### src/rtl/servo_pwm_gen.sv
// servo_pwm_gen: fixed-period servo PWM with frame-boundary width latching and clamping (optional SERVO_SLEW_EN slew limit)
module servo_pwm_gen #(
  parameter int PERIOD    = 2_000_000,
  parameter int MIN_WIDTH = 50_000,
  parameter int MAX_WIDTH = 250_000,
  parameter int SLEW_STEP = 5_000,
  parameter int CNT_W     = 21
) (
  input  logic        clk,
  input  logic        rst,
  input  logic        enable,
  input  logic [17:0] width_in,
  output logic        pwm_out,
  output logic        frame_done,
  output logic        clamped,
  output logic [17:0] cur_width
);
  localparam int CW = CNT_W > 18 ? CNT_W : 18;
  if (PERIOD <= MAX_WIDTH || MAX_WIDTH >= 2**18 || MIN_WIDTH > MAX_WIDTH || (2**CNT_W) < PERIOD || SLEW_STEP < 1)
    $error("servo_pwm_gen: inconsistent parameters");
  logic [CNT_W-1:0] cnt, cnt_nxt;
  logic [17:0] act, act_nxt, tgt;
  logic bnd, live;
  // frame boundary detect, clamped target, and next counter/width state
  always_comb begin
    bnd = cnt == CNT_W'(PERIOD - 1);
    live = enable && width_in != '0;
    tgt = !live ? '0 : width_in < 18'(MIN_WIDTH) ? 18'(MIN_WIDTH) : width_in > 18'(MAX_WIDTH) ? 18'(MAX_WIDTH) : width_in;
    clamped = bnd && live && tgt != width_in;
    frame_done = bnd;
    cnt_nxt = bnd ? '0 : cnt + CNT_W'(1);
`ifdef SERVO_SLEW_EN
    act_nxt = !bnd ? act : (tgt == '0 || act == '0) ? tgt :
              tgt > act ? (tgt - act > 18'(SLEW_STEP) ? act + 18'(SLEW_STEP) : tgt) :
                          (act - tgt > 18'(SLEW_STEP) ? act - 18'(SLEW_STEP) : tgt);
`else
    act_nxt = bnd ? tgt : act;
`endif
  end
  // state registers; pwm is driven from next-state so it lines up with cnt
  always_ff @(posedge clk) begin
    if (rst) begin
      cnt <= '0;
      act <= '0;
      pwm_out <= 1'b0;
    end else begin
      cnt <= cnt_nxt;
      act <= act_nxt;
      pwm_out <= CW'(cnt_nxt) < CW'(act_nxt);
    end
  end
  assign cur_width = act;
endmodule

### config.mk
export PLATFORM = sky130hd
export DESIGN_NAME = servo_pwm_gen
export DESIGN_NICKNAME = d
export VERILOG_FILES = /design/src/rtl/servo_pwm_gen.sv
export SDC_FILE = /design/constraint.sdc
export NUM_CORES = 1
export LEC_CHECK = 0
export BUFFER_PORTS_ARGS = -buffer_cell sky130_fd_sc_hd__buf_2
export CAP_MARGIN = 25
export CELL_PAD_IN_SITES_DETAIL_PLACEMENT = 0
export CELL_PAD_IN_SITES_GLOBAL_PLACEMENT = 1
export CORE_ASPECT_RATIO = 1.2
export CORE_UTILIZATION = 39
export CTS_BUF_LIST = sky130_fd_sc_hd__clkbuf_4
export DETAILED_ROUTE_END_ITERATION = 6
export PLACE_DENSITY = 0.79
export SETUP_SLACK_MARGIN = 0.1
export SLEW_MARGIN = 40
export SYNTH_ARGS = -nofsm -noshare
export SYNTH_HDL_FRONTEND = slang
export SYNTH_SLANG_ARGS = --single-unit
### constraint.sdc
create_clock -name clk -period 3.5 [get_ports clk]
set_clock_uncertainty 0.15 [all_clocks]
set_input_delay 0.175 -clock clk [delete_from_list [all_inputs] [get_ports clk]]
set_output_delay 0.175 -clock clk [all_outputs]
set_load 0.01 [all_outputs]
## Yosys cells after proc, flatten, opt, wreduce, memory -nomap -nowiden

Cells that the tools add are included.

| storage, ports and cells | value |
|---|---|
| register bits after elaboration | 40 |
| bits of input ports | 21 |
| word-level logic and storage cells | 18 |

| cells by class | value |
|---|---|
| add/subtract/negate cells | 1 |
| mux-type cells | 5 |
| $lt $le $gt $ge | 3 |
| reductions and logical operators | 4 |
| equal/unequal tests | 2 |

Operator list:

| cell | number |
|---|---|
| $mux W18 | 4 |
| $add A21 B1 Y21 const B | 1 |
| $eq A21 B21 Y1 const B | 1 |
| $lt A21 B18 Y1 | 1 |
| $mux W21 | 1 |
| $gt A18 B18 Y1 const B | 1 |
| $lt A18 B16 Y1 const B | 1 |
| $ne A18 B18 Y1 | 1 |
| $reduce_bool A18 Y1 | 1 |
| $logic_and A1 B1 Y1 | 3 |

## Longest topological paths before layout

| depth | value |
|---|---|
| depth in word-level cells | 6 |
| depth in mapped cells | 13 |
| mapped depth without buffers | 13 |

## Worst setup path before layout

No wires, ideal clock.

| timing path | value |
|---|---|
| kind | register -> register |
| start | register cnt[0] |
| end | register pwm_out |
| clock period less this slack | 3.340 ns |
| path buffers | 0 |
| cell stages (with the launch flop) | 14 |
| setup slack | 0.160 ns |
| library setup time | 0.129 ns |
| required time | 3.221 ns |
| data arrival time | 3.061 ns |
| cell sequence | dfxtp_1 > ha_1 > nand3_1 > nor2_1 > nand4_4 > nor4_4 > a22oi_1 > ha_1 > nand4_1 > nor3_1 > a211oi_1 > or3_1 > o311ai_0 > nor3_1 |

| between the ends | value |
|---|---|
| cells in the longest elaborated chain, start to end | 3 |
| elaborated cells on any way between the ends | 5 |
| classes of those cells | add/sub (1); order compare (1); eq/ne (1); mux (2) |

Ends and longest elaborated chain:

| element | line | source |
|---|---|---|
| start: declaration | 21 | `logic [CNT_W-1:0] cnt, cnt_nxt;` |
| start signal: assignment | 47 | `cnt <= cnt_nxt;` |
| $add A21 B1 Y21 or $eq A21 B21 Y1 (tied branches) | 31, 26 |  |
| $mux W21 or $mux W18 (tied branches) | 31, 37 |  |
| $lt A21 B18 Y1 * | 49 | `pwm_out <= CW'(cnt_nxt) < CW'(act_nxt);` |
| end signal: assignment | 49 |  |
| end: declaration | 13 | `output logic pwm_out,` |

Every way passes the cells marked *; elsewhere a longest branch is shown, timed or not.
A chain may end at the register's enable or synchronous reset.

## Worst setup path after layout

| timing path | value |
|---|---|
| start | input port width_in[0] |
| end | register pwm_out |

| between the ends | value |
|---|---|
| cells in the longest elaborated chain, start to end | 6 |
| elaborated cells on any way between the ends | 9 |
| classes of those cells | order compare (3); mux (4); reduce/logical (2) |

Ends and longest elaborated chain:

| element | line | source |
|---|---|---|
| start: declaration | 12 | `input logic [17:0] width_in,` |
| $gt A18 B18 Y1 | 28 | `tgt = !live ? '0 : width_in < 18'(MIN_WIDTH) ? 18'(MIN_WIDTH) : width_in > 18'(MAX_WIDTH) ? 18'(MAX_WIDTH) : w ...` |
| $mux W18 (2 in a row) | 28 |  |
| $mux W18 * | 28 |  |
| $mux W18 * | 37 | `act_nxt = bnd ? tgt : act;` |
| $lt A21 B18 Y1 * | 49 |  |

Marks and branches as above.

==> out/results.txt <==
The register area was 801 um^2; the critical path's largest stage delay was 550 ps. The smallest clock period supported by the final layout is computed as 3240 ps. Together, buffers and inverters on the worst path number 5. Sequential-to-total area share from yosys stat: 0.355.

In this run, synthesis produced a sequential element count of 40. Data on the critical path arrives at its endpoint at 3390 ps. Total placed cells including tap cells: 372.

Compared with the post-synthesis result, the final layout area differs by 26.3%. At the worst endpoint, the required time is 3640 ps. The routed design has 5.89 mm of wire. Static timing analysis puts the maximum clock frequency at 0.308 GHz. The share of the core filled with cells is 0.523.

The die is 85.3 um tall. The logs give 0 for the final count of negative-setup-slack endpoints and 41 for the pin count of the biggest net entering global routing. Cell internal power was estimated by the tool at 0.000655 W. STA classifies the critical path endpoint as a flop. The logs give 0.171 mV for the peak supply drop and 4.50 mm for the placed wire-length estimate after detailed placement.

0 antenna diodes ended up in the layout. Yosys printed 0 warnings. Power spread over the standard cell area amounts to 308 nW/um^2. Averaged over all synthesized cells, the footprint is 8.57 um^2. The CTS H-tree depth came out at 2.

The number of enable flip-flop cells after synthesis is 0, and the share of power burned in the clock network is 0.367. The completed layout was analyzed and its total power is 0.000878 W. For this design the total switching power over the nets is 0.000223 W. During I/O placement, the number of pins put on the boundary was 42. The switching share of power was 0.254; the static leakage was 1.27 nW.

Dominant register cell in the synthesized netlist: dfxtp_1. The worst setup path is launched from an input pin. The run gives 6090 um^2 as the area of the die. For the remaining antenna violation count, the log shows 0.

Cell class contributing the biggest share of worst-path delay: buffers and inverters. The tools report the deepest clock path buffer count as 2. The sequential fraction of design power is 0.527, and the number of detailed-routing iterations run before antenna repair is 4. Setup repair after global routing left no endpoint under its margin. In the post-synthesis netlist, the biggest area contributors are dfxtp_1 36%, ha_1 10%, nor2_1 5.5%. On the critical path, the stage with the largest delay is an instance of dlygate4sd3_1.

For the final routed database, the setup TNS stands at 0 ps. The core region is 5440 um^2. The tools report the wire length of the first global-routing pass as 9.77 mm. Worst hold slack: 27.7 ps. The flow ran to the end, and the final reports show no timing, DRC or antenna violations. The run gives 2099 as the via count of the first global-routing pass. The share of cells above drive strength 1 is 0.256, and the pin slew with the least headroom to its limit is 720 ps. The most frequent cell after synthesis is dfxtp_1. For the final count of hold timing violations, the log shows 0. Of all cell types, the one taking the most synthesized area is dfxtp_1. The logs give 0.207 for the total routing resource utilization after global routing and 0 for the max-cap violation count. The number of distinct standard cells referenced by the synthesized netlist is 42, and the clock latency on the worst-skew pair is 360 ps.

Largest driver fanout on the critical path: 6. The share of flip-flops with an asynchronous set or reset after synthesis is 0. The number of core rows is 29. After detailed routing, the number of remaining DRC violations is 0. Counting the fill cells in the layout gives 519. The critical path goes through dlygate4sd3_1 > buf_2 > nor4_4 > buf_4 > nand2_1 > o31ai_4 > buf_4 > nor4_4 > buf_4 > a22oi_1 > ha_1 > a21oi_1 > o21ai_1 > a211oi_1 > or3_1 > o311ai_2 > nor3_1. The wire length per cell after detailed routing was 15.1 um. Synthesis produced a netlist whose cell count is 263. The proportion of netlist area held by the largest area contributor works out to 0.355. The number of nets handed over by synthesis was 302. Total number of vias: 2137. The multi-input combinational cells in the finished layout cover a total of 1480 um^2. The share of the clock period used by the worst path after layout is 0.927. Counting stages on the worst path, the most repeated cell is buf_4.

The class of the tightest hold or removal check was in -> reg. In the routed layout, each cell is associated on average with a via count of 5.48. The tools report the clock sink total as 40.

The congestion estimate from routability-driven global placement came to 0.822. The logs give 0 for the max-slew violation count and 0.520 for the normalized max-slew margin. The tools report the initial antenna violation count as 0.

Once layout is complete, the cells apart from fillers number 390. TritonCTS created 5 clock buffers. TritonCTS built the clock tree.

The portion of total power attributed to combinational logic is 0.105, and the die span in x is 71.4 um. The number of buffers added on ports is 41. By startpoint and endpoint, the worst setup path is classified as in -> reg. The root buffer selected by CTS is clkbuf_4. The commonest cells after synthesis are 40 x dfxtp_1, 33 x nor2_1, 24 x nor3_1, 18 x ha_1, 15 x a21oi_1. Summing every instance area after synthesis gives 2250 um^2. The clock-pin slew on the worst setup and hold paths was 140 ps.

For this run, the post-layout net count is 366. After global routing the overflow that remains totals 0. The logs give 0.414 for the starting utilization of the core area and 141 for the first-iteration detailed-routing DRC count.
==> metrics by stage <==
step	setup slack (ps)	cell area (um^2)
6_report	257	2850
5_1_grt	14.9	2850
4_1_cts	129	2770
3_5_place_dp	83.4	2600
3_3_place_gp	98.0	2600
2_1_floorplan	160	2250
==> routing by layer <==
layer  wire length [um]  global-route usage  vias up
met5                  0                   0        -
li1                   -                   -     1105
met4                155              0.0891        0
met2               2790               0.339       57
met1               2770               0.266      964
met3                174              0.0356       11
==> tightest hold or removal path: stages <==
cell and delay [ps]:
buf_2 120, a22oi_1 110, nor2_1 100
==> area by class of cell <==
class                           count  area share
Timing Repair Buffer               63       0.136
Inverter                            4     0.00527
Tap cell                           62      0.0273
Clock buffer                        5      0.0132
Sequential cell                    40       0.281
Clock inverter                      3      0.0167
Multi-Input combinational cell    213       0.520
==> power groups by stage <==
stage / Sequential [W] / Clock [W] / Combinational [W]
finish: 0.000463 / 0.000322 / 0.0000925
global route: 0.000464 / 0.000351 / 0.000104
CTS: 0.000463 / 0.000335 / 0.0000834
detailed placement: 0.000473 / 0 / 0.0000774
global placement: 0.000473 / 0 / 0.0000780
floorplan: 0.000474 / 0 / 0.0000427
==> repair_timing <==
item | in CTS | in global routing
cloned | 0 | 0
hold buffers | 7 | 0
endpoints found under the setup margin | 1 | 1
setup buffers | 0 | 3
gates resized for setup | 1 | 12
pin swaps | 0 | 4
hold endpoints to repair | 7 | 0
==> flip-flops by register name (all words and copies together), names as in the netlist <==
signal / flops
cnt: 21
pwm_out: 1
cur_width: 18
==> cells in the final DEF, fill, tap and decap left out, types with 4 or more instances in the layout <==
cell type / netlist / routed
nand4_1: 6 / 6
nor2b_1: 11 / 11
nor4_1: 8 / 6
clkbuf_4: 0 / 5
ha_1: 18 / 18
buf_2: 0 / 41
dfxtp_1: 40 / 40
a22oi_1: 13 / 11
xnor2_1: 7 / 7
a21oi_1: 15 / 15
buf_4: 0 / 15
and3_1: 4 / 4
nand2_1: 13 / 13
dlygate4sd3_1: 0 / 7
nand3_1: 14 / 14
nor3_1: 24 / 22
inv_1: 4 / 4
xor2_1: 12 / 12
nor2_1: 33 / 32
==> kinds of logic after synthesis <==
kind of cell,Yosys count,synth area share
simple gates,130,0.314
compound gates,46,0.140
flops,40,0.355
xor+xnor,19,0.0738
fa+ha+maj,18,0.0999
buf+inv,10,0.0167
==> worst paths after layout <==
kind                            startpoint                        to  slack (ps)  cells after the start
setup / recovery               width_in[0]        pwm_out$_SDFF_PP0_         260                     17
hold reg to reg   cur_width[16]$_SDFF_PP0_  cur_width[16]$_SDFF_PP0_         390                      2
hold / removal                width_in[13]  cur_width[13]$_SDFF_PP0_          30                      3
setup reg to reg         cnt[1]$_SDFF_PP0_        pwm_out$_SDFF_PP0_         290                     13
(Power assumes the default switching activity.)
